--- config.mk ---
export PLATFORM = sky130hd
export DESIGN_NAME = k_pixel_sequencer_flat
export DESIGN_NICKNAME = d
export VERILOG_FILES = /design/src/rtl/k_dsp_pkg.sv /design/src/rtl/k_pixel_sequencer_if.sv /design/src/rtl/k_pixseq_addr_gen.sv /design/src/rtl/k_pixel_sequencer.sv /design/src/flat_wrapper.sv
export SDC_FILE = /design/constraint.sdc
export NUM_CORES = 1
export LEC_CHECK = 0
export ABC_AREA = 1
export CORE_ASPECT_RATIO = 0.5
export CORE_MARGIN = 10
export CORE_UTILIZATION = 45
export DETAILED_ROUTE_END_ITERATION = 8
export PLACE_DENSITY = 0.76
export SLEW_MARGIN = 10
export SYNTH_ARGS = -nofsm -noshare
export SYNTH_HDL_FRONTEND = slang
export SYNTH_HIERARCHICAL = 1
export SYNTH_SLANG_ARGS = --single-unit
--- constraint.sdc ---
create_clock -name clk -period 4.8 [get_ports clk]
set_clock_uncertainty 0.15 [all_clocks]
set_input_delay 0.96 -clock clk [delete_from_list [all_inputs] [get_ports clk]]
set_output_delay 0.96 -clock clk [all_outputs]
set_load 0.02 [all_outputs]
--- src/rtl/k_dsp_pkg.sv ---
// Shared types and constants for the K_DSP pixel sequencer: FSM states,
// channel encodings and the channel-advance helper.
package k_dsp_pkg;

  typedef enum logic [2:0] {
    ST_IDLE,
    ST_FETCH,
    ST_LOAD,
    ST_POP,
    ST_ALU,
    ST_DRAIN,
    ST_NEXT,
    ST_DONE
  } pixseq_state_t;

  localparam logic [1:0] CH_BLUE  = 2'd0;
  localparam logic [1:0] CH_GREEN = 2'd1;
  localparam logic [1:0] CH_RED   = 2'd2;

  localparam int unsigned SAMPLES_PER_PIXEL = 3;

  // Channel order is blue, green, red, then back to blue; 3 never appears.
  function automatic logic [1:0] ch_step(input logic [1:0] ch);
    logic [1:0] nxt;
    unique case (ch)
      CH_BLUE:  nxt = CH_GREEN;
      CH_GREEN: nxt = CH_RED;
      default:  nxt = CH_BLUE;
    endcase
    return nxt;
  endfunction

endpackage

--- src/rtl/k_pixel_sequencer_if.sv ---
// Enable/select bundle between the pixel sequencer (master) and the K_DSP
// datapath: write-data memory, input FIFO, ALU, output FIFO, read-data memory.
interface k_pixel_sequencer_if #(
  parameter int ADDR_W = 8,
  parameter int BANK_W = 2
);
  logic              wmem_read_enable;
  logic [ADDR_W-1:0] wmem_read_address;
  logic [BANK_W-1:0] wmem_bank;
  logic              ififo_write_enable;
  logic              ififo_read_enable;
  logic              ififo_full;
  logic              ififo_empty;
  logic [1:0]        sel;
  logic              alu_enable;
  logic              alu_write_enable;
  logic              ofifo_write_enable;
  logic              ofifo_read_enable;
  logic              ofifo_full;
  logic              ofifo_empty;
  logic              rmem_write_enable;
  logic [ADDR_W-1:0] rmem_address;
  logic [BANK_W-1:0] rmem_bank;

  modport master (
    output wmem_read_enable, wmem_read_address, wmem_bank,
    output ififo_write_enable, ififo_read_enable,
    input  ififo_full, ififo_empty,
    output sel, alu_enable, alu_write_enable,
    output ofifo_write_enable, ofifo_read_enable,
    input  ofifo_full, ofifo_empty,
    output rmem_write_enable, rmem_address, rmem_bank
  );

  modport slave (
    input  wmem_read_enable, wmem_read_address, wmem_bank,
    input  ififo_write_enable, ififo_read_enable,
    output ififo_full, ififo_empty,
    input  sel, alu_enable, alu_write_enable,
    input  ofifo_write_enable, ofifo_read_enable,
    output ofifo_full, ofifo_empty,
    input  rmem_write_enable, rmem_address, rmem_bank
  );
endinterface

--- src/rtl/k_pixseq_addr_gen.sv ---
// Sample index / channel counters plus source and destination address
// generation (src_base+i and dst_base+3*i+ch, wrapping at 2^ADDR_W).
module k_pixseq_addr_gen
  import k_dsp_pkg::*;
#(
  parameter int ADDR_W = 8,
  parameter int CNT_W  = 8
) (
  input  logic              clk,
  input  logic              reset,
  input  logic              i_load,
  input  logic [ADDR_W-1:0] i_src_base,
  input  logic [ADDR_W-1:0] i_dst_base,
  input  logic              i_ch_step,
  input  logic              i_idx_inc,
  output logic [CNT_W:0]    o_idx,
  output logic [1:0]        o_ch,
  output logic [ADDR_W-1:0] o_src_addr,
  output logic [ADDR_W-1:0] o_dst_addr
);
  localparam int AW2 = ADDR_W + 2;

  logic [CNT_W:0]    r_idx;
  logic [1:0]        r_ch;
  logic [ADDR_W-1:0] r_src;
  logic [ADDR_W-1:0] r_dst;

  always_ff @(posedge clk or negedge reset) begin
    if (!reset) begin
      r_idx <= '0;
      r_ch  <= CH_BLUE;
      r_src <= '0;
      r_dst <= '0;
    end else if (i_load) begin
      r_idx <= '0;
      r_ch  <= CH_BLUE;
      r_src <= i_src_base;
      r_dst <= i_dst_base;
    end else begin
      if (i_ch_step) r_ch <= ch_step(r_ch);
      if (i_idx_inc) r_idx <= r_idx + (CNT_W+1)'(1);
    end
  end

  // Sums are formed two bits wider than the address, then truncated so they wrap.
  assign o_src_addr = ADDR_W'(AW2'(r_src) + AW2'(r_idx));
  assign o_dst_addr = ADDR_W'(AW2'(r_dst) + AW2'(r_idx) * AW2'(SAMPLES_PER_PIXEL)
                              + AW2'(r_ch));
  assign o_idx      = r_idx;
  assign o_ch       = r_ch;

endmodule

--- src/rtl/k_pixel_sequencer.sv ---
// Pixel sequencer: per sample, fetch -> input FIFO -> ALU over B/G/R -> drain to
// read-data memory. Define K_PIXSEQ_PERF_EN to add perf_cycles/perf_stalls counters.
module k_pixel_sequencer
  import k_dsp_pkg::*;
#(
  parameter int ADDR_W = 8,
  parameter int BANK_W = 2,
  parameter int CNT_W  = 8
) (
  input  logic              clk,
  input  logic              reset,
  input  logic              start,
  input  logic [ADDR_W-1:0] src_base,
  input  logic [ADDR_W-1:0] dst_base,
  input  logic [CNT_W-1:0]  count,
  input  logic [BANK_W-1:0] bank,
  output logic              busy,
  output logic              done,
`ifdef K_PIXSEQ_PERF_EN
  output logic [31:0]       perf_cycles,
  output logic [15:0]       perf_stalls,
`endif
  k_pixel_sequencer_if.master dp
);
  pixseq_state_t     r_state;
  pixseq_state_t     w_next;
  logic [CNT_W-1:0]  r_count;
  logic [BANK_W-1:0] r_bank;
  logic              w_accept;
  logic              w_ch_step;
  logic              w_idx_inc;
  logic [CNT_W:0]    w_idx;
  logic [1:0]        w_ch;
  logic [ADDR_W-1:0] w_src_addr;
  logic [ADDR_W-1:0] w_dst_addr;

  assign w_accept = (r_state == ST_IDLE) && start;

  k_pixseq_addr_gen #(.ADDR_W(ADDR_W), .CNT_W(CNT_W)) u_addr_gen (
    .clk        (clk),
    .reset      (reset),
    .i_load     (w_accept),
    .i_src_base (src_base),
    .i_dst_base (dst_base),
    .i_ch_step  (w_ch_step),
    .i_idx_inc  (w_idx_inc),
    .o_idx      (w_idx),
    .o_ch       (w_ch),
    .o_src_addr (w_src_addr),
    .o_dst_addr (w_dst_addr)
  );

  always_ff @(posedge clk or negedge reset) begin
    if (!reset) begin
      r_state <= ST_IDLE;
      r_count <= '0;
      r_bank  <= '0;
    end else begin
      r_state <= w_next;
      if (w_accept) begin
        r_count <= count;
        r_bank  <= bank;
      end
    end
  end

  assign dp.wmem_bank = r_bank;
  assign dp.rmem_bank = r_bank;

  // Outputs decode the registered state; only the FIFO full/empty flags gate them.
  always_comb begin
    w_next                = r_state;
    w_ch_step             = 1'b0;
    w_idx_inc             = 1'b0;
    busy                  = 1'b0;
    done                  = 1'b0;
    dp.wmem_read_enable   = 1'b0;
    dp.wmem_read_address  = '0;
    dp.ififo_write_enable = 1'b0;
    dp.ififo_read_enable  = 1'b0;
    dp.sel                = CH_BLUE;
    dp.alu_enable         = 1'b0;
    dp.alu_write_enable   = 1'b0;
    dp.ofifo_write_enable = 1'b0;
    dp.ofifo_read_enable  = 1'b0;
    dp.rmem_write_enable  = 1'b0;
    dp.rmem_address       = '0;
    unique case (r_state)
      ST_IDLE: begin
        if (start) w_next = (count == '0) ? ST_DONE : ST_FETCH;
      end
      ST_FETCH: begin
        busy                 = 1'b1;
        dp.wmem_read_enable  = 1'b1;
        dp.wmem_read_address = w_src_addr;
        w_next               = ST_LOAD;
      end
      ST_LOAD: begin
        busy = 1'b1;
        if (!dp.ififo_full) begin
          dp.ififo_write_enable = 1'b1;
          w_next                = ST_POP;
        end
      end
      ST_POP: begin
        busy = 1'b1;
        if (!dp.ififo_empty) begin
          dp.ififo_read_enable = 1'b1;
          w_next               = ST_ALU;
        end
      end
      ST_ALU: begin
        busy          = 1'b1;
        dp.sel        = w_ch;
        dp.alu_enable = 1'b1;
        if (!dp.ofifo_full) begin
          dp.alu_write_enable   = 1'b1;
          dp.ofifo_write_enable = 1'b1;
          w_ch_step             = 1'b1;
          if (w_ch == CH_RED) w_next = ST_DRAIN;
        end
      end
      ST_DRAIN: begin
        busy            = 1'b1;
        dp.rmem_address = w_dst_addr;
        if (!dp.ofifo_empty) begin
          dp.ofifo_read_enable = 1'b1;
          dp.rmem_write_enable = 1'b1;
          w_ch_step            = 1'b1;
          if (w_ch == CH_RED) w_next = ST_NEXT;
        end
      end
      ST_NEXT: begin
        busy      = 1'b1;
        w_idx_inc = 1'b1;
        w_next    = ((w_idx + (CNT_W+1)'(1)) == {1'b0, r_count}) ? ST_DONE : ST_FETCH;
      end
      ST_DONE: begin
        done   = 1'b1;
        w_next = ST_IDLE;
      end
      default: w_next = ST_IDLE;
    endcase
  end

`ifdef K_PIXSEQ_PERF_EN
  logic [31:0] r_perf_cycles;
  logic [15:0] r_perf_stalls;
  logic        w_stall;

  assign w_stall = ((r_state == ST_LOAD)  && dp.ififo_full)  ||
                   ((r_state == ST_POP)   && dp.ififo_empty) ||
                   ((r_state == ST_ALU)   && dp.ofifo_full)  ||
                   ((r_state == ST_DRAIN) && dp.ofifo_empty);

  always_ff @(posedge clk or negedge reset) begin
    if (!reset) begin
      r_perf_cycles <= '0;
      r_perf_stalls <= '0;
    end else if (w_accept) begin
      r_perf_cycles <= '0;
      r_perf_stalls <= '0;
    end else begin
      if (busy) r_perf_cycles <= r_perf_cycles + 32'd1;
      if (w_stall && (r_perf_stalls != '1)) r_perf_stalls <= r_perf_stalls + 16'd1;
    end
  end

  assign perf_cycles = r_perf_cycles;
  assign perf_stalls = r_perf_stalls;
`endif

endmodule
--- src/flat_wrapper.sv ---
// flat-port wrapper written by rule: the top's interface ports become plain ports
module k_pixel_sequencer_flat import k_dsp_pkg::*;
#(
  parameter int ADDR_W = 8,
  parameter int BANK_W = 2,
  parameter int CNT_W  = 8
)
  (clk, reset, start, src_base, dst_base, count, bank, busy, done, dp_wmem_read_enable, dp_wmem_read_address, dp_wmem_bank, dp_ififo_write_enable, dp_ififo_read_enable, dp_ififo_full, dp_ififo_empty, dp_sel, dp_alu_enable, dp_alu_write_enable, dp_ofifo_write_enable, dp_ofifo_read_enable, dp_ofifo_full, dp_ofifo_empty, dp_rmem_write_enable, dp_rmem_address, dp_rmem_bank);
  k_pixel_sequencer_if #(.ADDR_W(ADDR_W), .BANK_W(BANK_W)) dp_i ();
  input  logic clk;
  input  logic reset;
  input  logic start;
  input  logic [ADDR_W-1:0] src_base;
  input  logic [ADDR_W-1:0] dst_base;
  input  logic [CNT_W-1:0] count;
  input  logic [BANK_W-1:0] bank;
  output logic busy;
  output logic done;
  output wire logic [$bits(dp_i.wmem_read_enable)-1:0] dp_wmem_read_enable;
  output wire logic [$bits(dp_i.wmem_read_address)-1:0] dp_wmem_read_address;
  output wire logic [$bits(dp_i.wmem_bank)-1:0] dp_wmem_bank;
  output wire logic [$bits(dp_i.ififo_write_enable)-1:0] dp_ififo_write_enable;
  output wire logic [$bits(dp_i.ififo_read_enable)-1:0] dp_ififo_read_enable;
  input wire logic [$bits(dp_i.ififo_full)-1:0] dp_ififo_full;
  input wire logic [$bits(dp_i.ififo_empty)-1:0] dp_ififo_empty;
  output wire logic [$bits(dp_i.sel)-1:0] dp_sel;
  output wire logic [$bits(dp_i.alu_enable)-1:0] dp_alu_enable;
  output wire logic [$bits(dp_i.alu_write_enable)-1:0] dp_alu_write_enable;
  output wire logic [$bits(dp_i.ofifo_write_enable)-1:0] dp_ofifo_write_enable;
  output wire logic [$bits(dp_i.ofifo_read_enable)-1:0] dp_ofifo_read_enable;
  input wire logic [$bits(dp_i.ofifo_full)-1:0] dp_ofifo_full;
  input wire logic [$bits(dp_i.ofifo_empty)-1:0] dp_ofifo_empty;
  output wire logic [$bits(dp_i.rmem_write_enable)-1:0] dp_rmem_write_enable;
  output wire logic [$bits(dp_i.rmem_address)-1:0] dp_rmem_address;
  output wire logic [$bits(dp_i.rmem_bank)-1:0] dp_rmem_bank;
  assign dp_wmem_read_enable = dp_i.wmem_read_enable;
  assign dp_wmem_read_address = dp_i.wmem_read_address;
  assign dp_wmem_bank = dp_i.wmem_bank;
  assign dp_ififo_write_enable = dp_i.ififo_write_enable;
  assign dp_ififo_read_enable = dp_i.ififo_read_enable;
  assign dp_i.ififo_full = dp_ififo_full;
  assign dp_i.ififo_empty = dp_ififo_empty;
  assign dp_sel = dp_i.sel;
  assign dp_alu_enable = dp_i.alu_enable;
  assign dp_alu_write_enable = dp_i.alu_write_enable;
  assign dp_ofifo_write_enable = dp_i.ofifo_write_enable;
  assign dp_ofifo_read_enable = dp_i.ofifo_read_enable;
  assign dp_i.ofifo_full = dp_ofifo_full;
  assign dp_i.ofifo_empty = dp_ofifo_empty;
  assign dp_rmem_write_enable = dp_i.rmem_write_enable;
  assign dp_rmem_address = dp_i.rmem_address;
  assign dp_rmem_bank = dp_i.rmem_bank;
  k_pixel_sequencer #(.ADDR_W(ADDR_W), .BANK_W(BANK_W), .CNT_W(CNT_W)) u_core (.clk(clk), .reset(reset), .start(start), .src_base(src_base), .dst_base(dst_base), .count(count), .bank(bank), .busy(busy), .done(done), .dp(dp_i));
endmodule
== Word-level counts from Yosys, hierarchy flattened ==
Index checks and enable logic that the tools add are counted.
W data, S select, Z words.

* Input port bits: 33
* Word-level logic and storage cells: 69
* Register bits: 40
* Output and inout port bits: 32

* Reduce and logical (&&, ||, !) cells: 8
* Add/sub/neg operators: 4
* Mux-type cells: 32
* $mul: 1
* Equality and inequality tests: 17

{| class="wikitable"
|+ Operator list
! kind !! count
|-
| $mux W3 || 9
|-
| $pmux W3 S8 || 1
|-
| $mux W9 || 2
|-
| $add A8 B8 Y8 || 2
|-
| $mux W8 || 2
|-
| $mux W1 || 13
|-
| $eq A3 B3 Y1 const B || 4
|-
| $ne A2 B2 Y1 const B || 5
|-
| $add A9 B1 Y9 const B || 1
|-
| $eq A9 B8 Y1 || 1
|-
| $mul A9 B2 Y8 const B || 1
|-
| $add A8 B2 Y8 || 1
|-
| $logic_not A8 Y1 || 1
|-
| $reduce_and A7 Y1 || 1
|-
| $eq A3 B2 Y1 const B || 2
|-
| $mux W2 || 3
|-
| $reduce_or A6 Y1 || 1
|-
| $ne A2 B1 Y1 const B || 2
|-
| $pmux W2 S2 || 1
|-
| $reduce_bool A2 Y1 || 2
|-
| $eq A3 B1 Y1 const B || 1
|-
| $logic_not A3 Y1 || 1
|-
| $eq A2 B1 Y1 const B || 1
|-
| $eq A2 B2 Y1 const B || 1
|-
| other kinds (3) || 3
|}

== Logic depth before layout (Yosys ltp) ==
Gate-level depths: netlist (run 1).

* Word-level depth: 4
* Mapped depth: 14
* Gate-level depth less buffers: 14

== Modules after synthesis ==
The synthesis (run 1) kept the hierarchy.

{| class="wikitable"
|+ By module, submodules not included
! module !! cells an instance !! area an instance (um^2) !! times used !! sequential area each (um^2)
|-
| k_pixseq_addr_gen || 280 || 2133.3 || 1 || 675.6
|-
| k_pixel_sequencer || 210 || 1216.2 || 1 || 325.3
|}

== Worst setup path after synthesis (run 1) ==
Ideal clock, no wire load.

* Path type: register to output
* Start: register u_core.u_addr_gen.r_idx[0] (netlist: u_core/u_addr_gen/o_idx[0])
* End: output port dp_rmem_address[7]
* Arrival time: 2.768 ns
* Required time: 3.690 ns
* Path buffers: 0
* Slack: 0.922 ns
* Cell stages (with the launch flop): 13
* Cell sequence: dfrtp_1 -> fa_1 -> fa_1 -> ha_1 -> inv_1 -> fa_1 -> inv_1 -> nand3_1 -> nand3_1 -> nand2_1 -> nand2_1 -> inv_1 -> nor2_1

* Cells in the longest elaborated chain, start to end: 4

{| class="wikitable"
|+ Ends and longest elaborated chain
! element !! RTL line !! RTL
|-
| start, declared || k_pixseq_addr_gen.sv:23 || <nowiki>logic [CNT_W:0] r_idx;</nowiki>
|-
| start signal, assigned || k_pixseq_addr_gen.sv:41 || <nowiki>if (i_idx_inc) r_idx <= r_idx + (CNT_W+1)'(1);</nowiki>
|-
| $mul A9 B2 Y8 || k_pixseq_addr_gen.sv:47 || <nowiki>assign o_dst_addr = ADDR_W'(AW2'(r_dst) + AW2'(r_idx) * AW2'(SAMPLES_PER_PIXEL)</nowiki>
|-
| $add A8 B8 Y8 || k_pixseq_addr_gen.sv:47 ||
|-
| $add A8 B2 Y8 || k_pixseq_addr_gen.sv:48 || <nowiki>+ AW2'(r_ch));</nowiki>
|-
| via u_core.w_dst_addr[7] || k_pixel_sequencer.sv:35 || <nowiki>logic [ADDR_W-1:0] w_dst_addr;</nowiki>
|-
| $mux W8 || k_pixel_sequencer.sv:88 || <nowiki>unique case (r_state)</nowiki>
|-
| end, declared || flat_wrapper.sv:34 || <nowiki>output wire logic [$bits(dp_i.rmem_address)-1:0] dp_rmem_address;</nowiki>
|}

The timed path passes the listed nets, and every way through them passes these cells.

== Worst setup path in the final report (run 1) ==
* Start: register u_core.u_addr_gen.r_idx[1] (netlist: u_core/u_addr_gen/o_idx[1])
* End: output port dp_rmem_address[3]

Same word-level chain as after synthesis.

==> metrics.md, run 1 <==
| Metric | Value |
|---|---|
| Warnings, synthesis | 6 |
| Nets | 626 |
| Worst min-delay path class | reg -> reg |
| Residual overflow from global routing | 0 |
| Clock network latency to the later pin of the worst-skew pair | 0.29 ns |
| Synth Area per Inst | 6.836 µm² |
| TritonCTS clock tree | yes |
| Max Slew Vio Count | 0 |
| HPWL after detailed placement | 6.201 mm |
| Post-Route Setup TNS | 0 ns |
| Fraction of power consumed by the clock network | 0.115 |
| Setup violations, final | 0 |
| Sw Ratio | 0.4804 |
| Initial DRT Pass Iterations | 4 |
| # rows | 22 |
| Share of the cycle needed by the critical path after routing | 0.9527 |
| Sequential element share of the synthesized area | 0.2988 |
| FMAX | 218.7 MHz |
| Number of input and output port buffers inserted | 64 |
| Top delay family on crit path | adder cells |
| Arrival time reported for the critical path endpoint | 3.46 ns |
| Worst path required time | 3.69 ns |
| Util after Layout | 0.5809 |
| Routed wire per std cell | 12.11 µm |
| Synth-to-layout area growth | 26.04% |
| Number of antenna violations at the first check in global routing | 0 |
| Worst Setup End Kind | output port |
| Buffering stage count on the worst path with inverters included | 3 |
| Power density normalized to cell area | 664.9 nW/µm² |
| Actual transition at the worst max-transition pin | 0.9200 ns |
| Die area | 11500 µm² |
| Netlist cell types | 28 |
| Post-synthesis register bit count | 40 |
| Maximum number of buffers from clock root to sink | 2 |
| Via count | 3043 |
| Filler cells | 711 |
| Run status | complete, no violations |
| Largest net degree at the start of global routing | 41 |
| Layout cells sized above 1 | 0.06115 |
| Area taken by multi-input logic gates | 1893 µm² |
| Critical path startpoint category | flip-flop |
| Number of buffers created by CTS | 5 |
| Logic pwr share | 0.672 |
| Total wire length after detailed routing | 7.897 mm |
| Final weighted congestion in routability-driven placement | 0.8848 |
| Root buffer cell | sky130_fd_sc_hd__clkbuf_16 |
| Dominant cell type by count on the critical path | sky130_fd_sc_hd__fa_1 |
| Minimum clock period after layout | 4.573 ns |
| Cell chain of the critical path | fa_1 > fa_1 > ha_1 > inv_1 > fa_1 > xnor2_1 > inv_1 > nor2_1 > clkdlybuf4s50_1 |
| Slowest cell on the critical path | sky130_fd_sc_hd__clkdlybuf4s50_1 |
| Die outline width | 142.0 µm |
| Fraction of power consumed by sequential logic | 0.213 |
| Vias in the first global route | 3004 |
| Slew Limit Headroom | 0.3867 |
| Cell internal power dissipation | 1.459 mW |
| Clock sink total | 40 |
| DRC errors left | 0 |
| Die H | 81.01 µm |
| H-tree lvl count | 2 |
| Post-synthesis instance area | 3349 µm² |
| Setup repair after global routing missed its margin | false |
| CTS Hold Buffers Added | 0 |
| Overall global routing resource usage | 0.1422 |
| Final Hold Viols | 0 |
| Iteration-0 DRC Markers | 149 |
| # Post-CTS Setup Buffers | 0 |
| Placeable core region | 7267 µm² |
| Kind of critical path | reg -> out |
| Starting density of the core | 0.4609 |
| Leak | 2.307 nW |
| Net switching power of the design | 1.348 mW |
| CTS clock-pin slew for the worst setup and hold paths | 0.06 ns |
| Wire length of the first global-routing pass | 13.65 mm |
| Detailed-route vias per instance | 4.667 |
| Flip-flop and latch area | 1002 µm² |
| Number of standard cells after synthesis | 490 |
| R2R Path Start | u_core/r_state[2] |
| Peak fanout along the critical path | 7 |
| Number of antenna diodes | 0 |
| Max-cap viol count | 0 |
| Origin of the worst setup path | u_core/u_addr_gen/o_idx[1] |
| Max stage delay on crit path | 0.61 ns |
| Worst IR Drop VDD | 455.1 µV |
| Syn nets | 560 |
| Hold wc startpoint | u_core/u_addr_gen/r_src[3] |
| I/O pin total | 65 |
| Remaining antenna violation count after routing | 0 |
[worst paths after layout]
kind / endpoint / slack [ns] / depth (start not counted)
max: dp_rmem_address[3] / 0.23 / 9
min: u_core/u_addr_gen/r_src[3] / 0.33 / 2
min reg2reg: u_core/u_addr_gen/r_src[3] / 0.33 / 2
max reg2reg: u_core/u_addr_gen/o_idx[5] / 2.66 / 7
min in group asynchronous: u_core/dp.rmem_bank[1] / 0.65 / 1
max in group asynchronous: u_core/u_addr_gen/o_idx[4] / 3.20 / 1
[metal layers]
layer,track usage,vias to the layer above,routed length [µm]
li1,-,1613,-
met1,0.1817,1365,3720
met2,0.2346,58,3610
met3,0.04075,7,499
met4,0.03347,0,65
met5,0,-,0
[cell usage after synthesis]
cell type | count | area, µm²
sky130_fd_sc_hd__buf_4 | 5 | 37.54
sky130_fd_sc_hd__inv_2 | 10 | 37.54
sky130_fd_sc_hd__nor4_1 | 1 | 6.260
sky130_fd_sc_hd__nor2_1 | 51 | 191.4
sky130_fd_sc_hd__nand2_1 | 154 | 578.1
sky130_fd_sc_hd__nor3_1 | 2 | 10.01
sky130_fd_sc_hd__inv_1 | 96 | 360.4
sky130_fd_sc_hd__o21ai_0 | 16 | 80.08
sky130_fd_sc_hd__nand3b_4 | 1 | 20.02
sky130_fd_sc_hd__nor2_4 | 4 | 45.04
sky130_fd_sc_hd__o22ai_1 | 1 | 6.260
sky130_fd_sc_hd__nand3_2 | 1 | 10.01
sky130_fd_sc_hd__and3_1 | 1 | 6.260
sky130_fd_sc_hd__nand4_1 | 4 | 25.02
sky130_fd_sc_hd__nand3_1 | 24 | 120.1
sky130_fd_sc_hd__a21oi_1 | 16 | 80.08
sky130_fd_sc_hd__nand3b_1 | 1 | 7.510
sky130_fd_sc_hd__ha_1 | 28 | 350.3
sky130_fd_sc_hd__a31oi_1 | 1 | 6.260
sky130_fd_sc_hd__mux2_2 | 4 | 45.04
sky130_fd_sc_hd__dfrtp_1 | 40 | 1001
sky130_fd_sc_hd__a211oi_1 | 1 | 7.510
sky130_fd_sc_hd__nor2_2 | 1 | 6.260
sky130_fd_sc_hd__buf_2 | 4 | 20.02
sky130_fd_sc_hd__xor2_1 | 5 | 43.79
sky130_fd_sc_hd__fa_1 | 9 | 180.2
sky130_fd_sc_hd__xnor2_1 | 6 | 52.55
sky130_fd_sc_hd__o21ai_1 | 3 | 15.01
[tightest hold or removal path, cell delays in order, from the launching register on]
cell and delay, ns:
sky130_fd_sc_hd__dfrtp_1 0.35, sky130_fd_sc_hd__nand2_1 0.06, sky130_fd_sc_hd__nand2_1 0.05
[per-stage QoR]
step | instances | setup WS (ns) | hold slack, ns | cell area (µm²) | power, mW
3_3_place_gp | 645 | 0.4734 | 0.3113 | 4078 | 2.448
5_1_grt | 652 | 0.03448 | 0.3661 | 4222 | 3.165
6_report | 652 | 0.2271 | 0.3318 | 4222 | 2.807
4_1_cts | 652 | 0.09198 | 0.3370 | 4215 | 2.838
3_5_place_dp | 645 | 0.3974 | 0.3218 | 4078 | 2.487
2_1_floorplan | 490 | 0.9224 | 0.2959 | 3349 | 1.965
[flip-flops by register name (all words and copies together), names as in the netlist]
signal and cells:
u_core/dp.rmem_bank 2, u_core/r_state 3, u_core/u_addr_gen/r_src 8, u_core/u_addr_gen/o_idx 9
u_core/u_addr_gen/o_ch 2, u_core/u_addr_gen/r_dst 8, u_core/r_count 8
[power by group through the flow]
stage	combinational [mW]	sequential, mW	clock (mW)
3_5_place_dp	1.88	0.606	0
5_1_grt	2.20	0.620	0.342
6_report	1.89	0.599	0.322
2_1_floorplan	1.37	0.599	0
3_3_place_gp	1.85	0.599	0
4_1_cts	1.91	0.599	0.330
[cells by family after synthesis]
| family | after synthesis | share of synthesized area |
|---|---|---|
| fa+ha+maj | 37 | 0.1584 |
| buf+inv | 115 | 0.1360 |
| mux | 4 | 0.01345 |
| xor+xnor | 11 | 0.02876 |
| flops | 40 | 0.2988 |
| simple gates | 245 | 0.3063 |
| compound gates | 38 | 0.05828 |
[placed cells by master (no fill, tap or decap), types with 10 or more instances in the layout]
cell type                         instances
sky130_fd_sc_hd__clkdlybuf4s50_1         61
sky130_fd_sc_hd__a21oi_1                 16
sky130_fd_sc_hd__inv_2                   10
sky130_fd_sc_hd__dfrtp_1                 39
sky130_fd_sc_hd__ha_1                    28
sky130_fd_sc_hd__nor2_1                  51
sky130_fd_sc_hd__nand2_1                154
sky130_fd_sc_hd__inv_1                   96
sky130_fd_sc_hd__nand3_1                 24
sky130_fd_sc_hd__o21ai_0                 16
[area by class of cell]
type                    count  share of cell area
multi-input cells         335              0.4484
flip-flops and latches     40              0.2374
repair buffers             68              0.1589
inverters                 106             0.09425
clock buffers               5             0.02964
well taps                  96             0.02845
clock inverters             2            0.002964
[what timing repair did]
action                     in CTS  in global routing
resized for setup               0                  3
setup endpoints to repair       0                  3
hold endpoints to repair        0                  0
Power figures use the tool's default switching activity.
==> run 2, diff against run 1 <==
Settings changed: CTS_CLUSTER_DIAMETER set to 80.
==> results of run 2 <==
The final DEF is identical to that of run 1; final timing and power are the same.
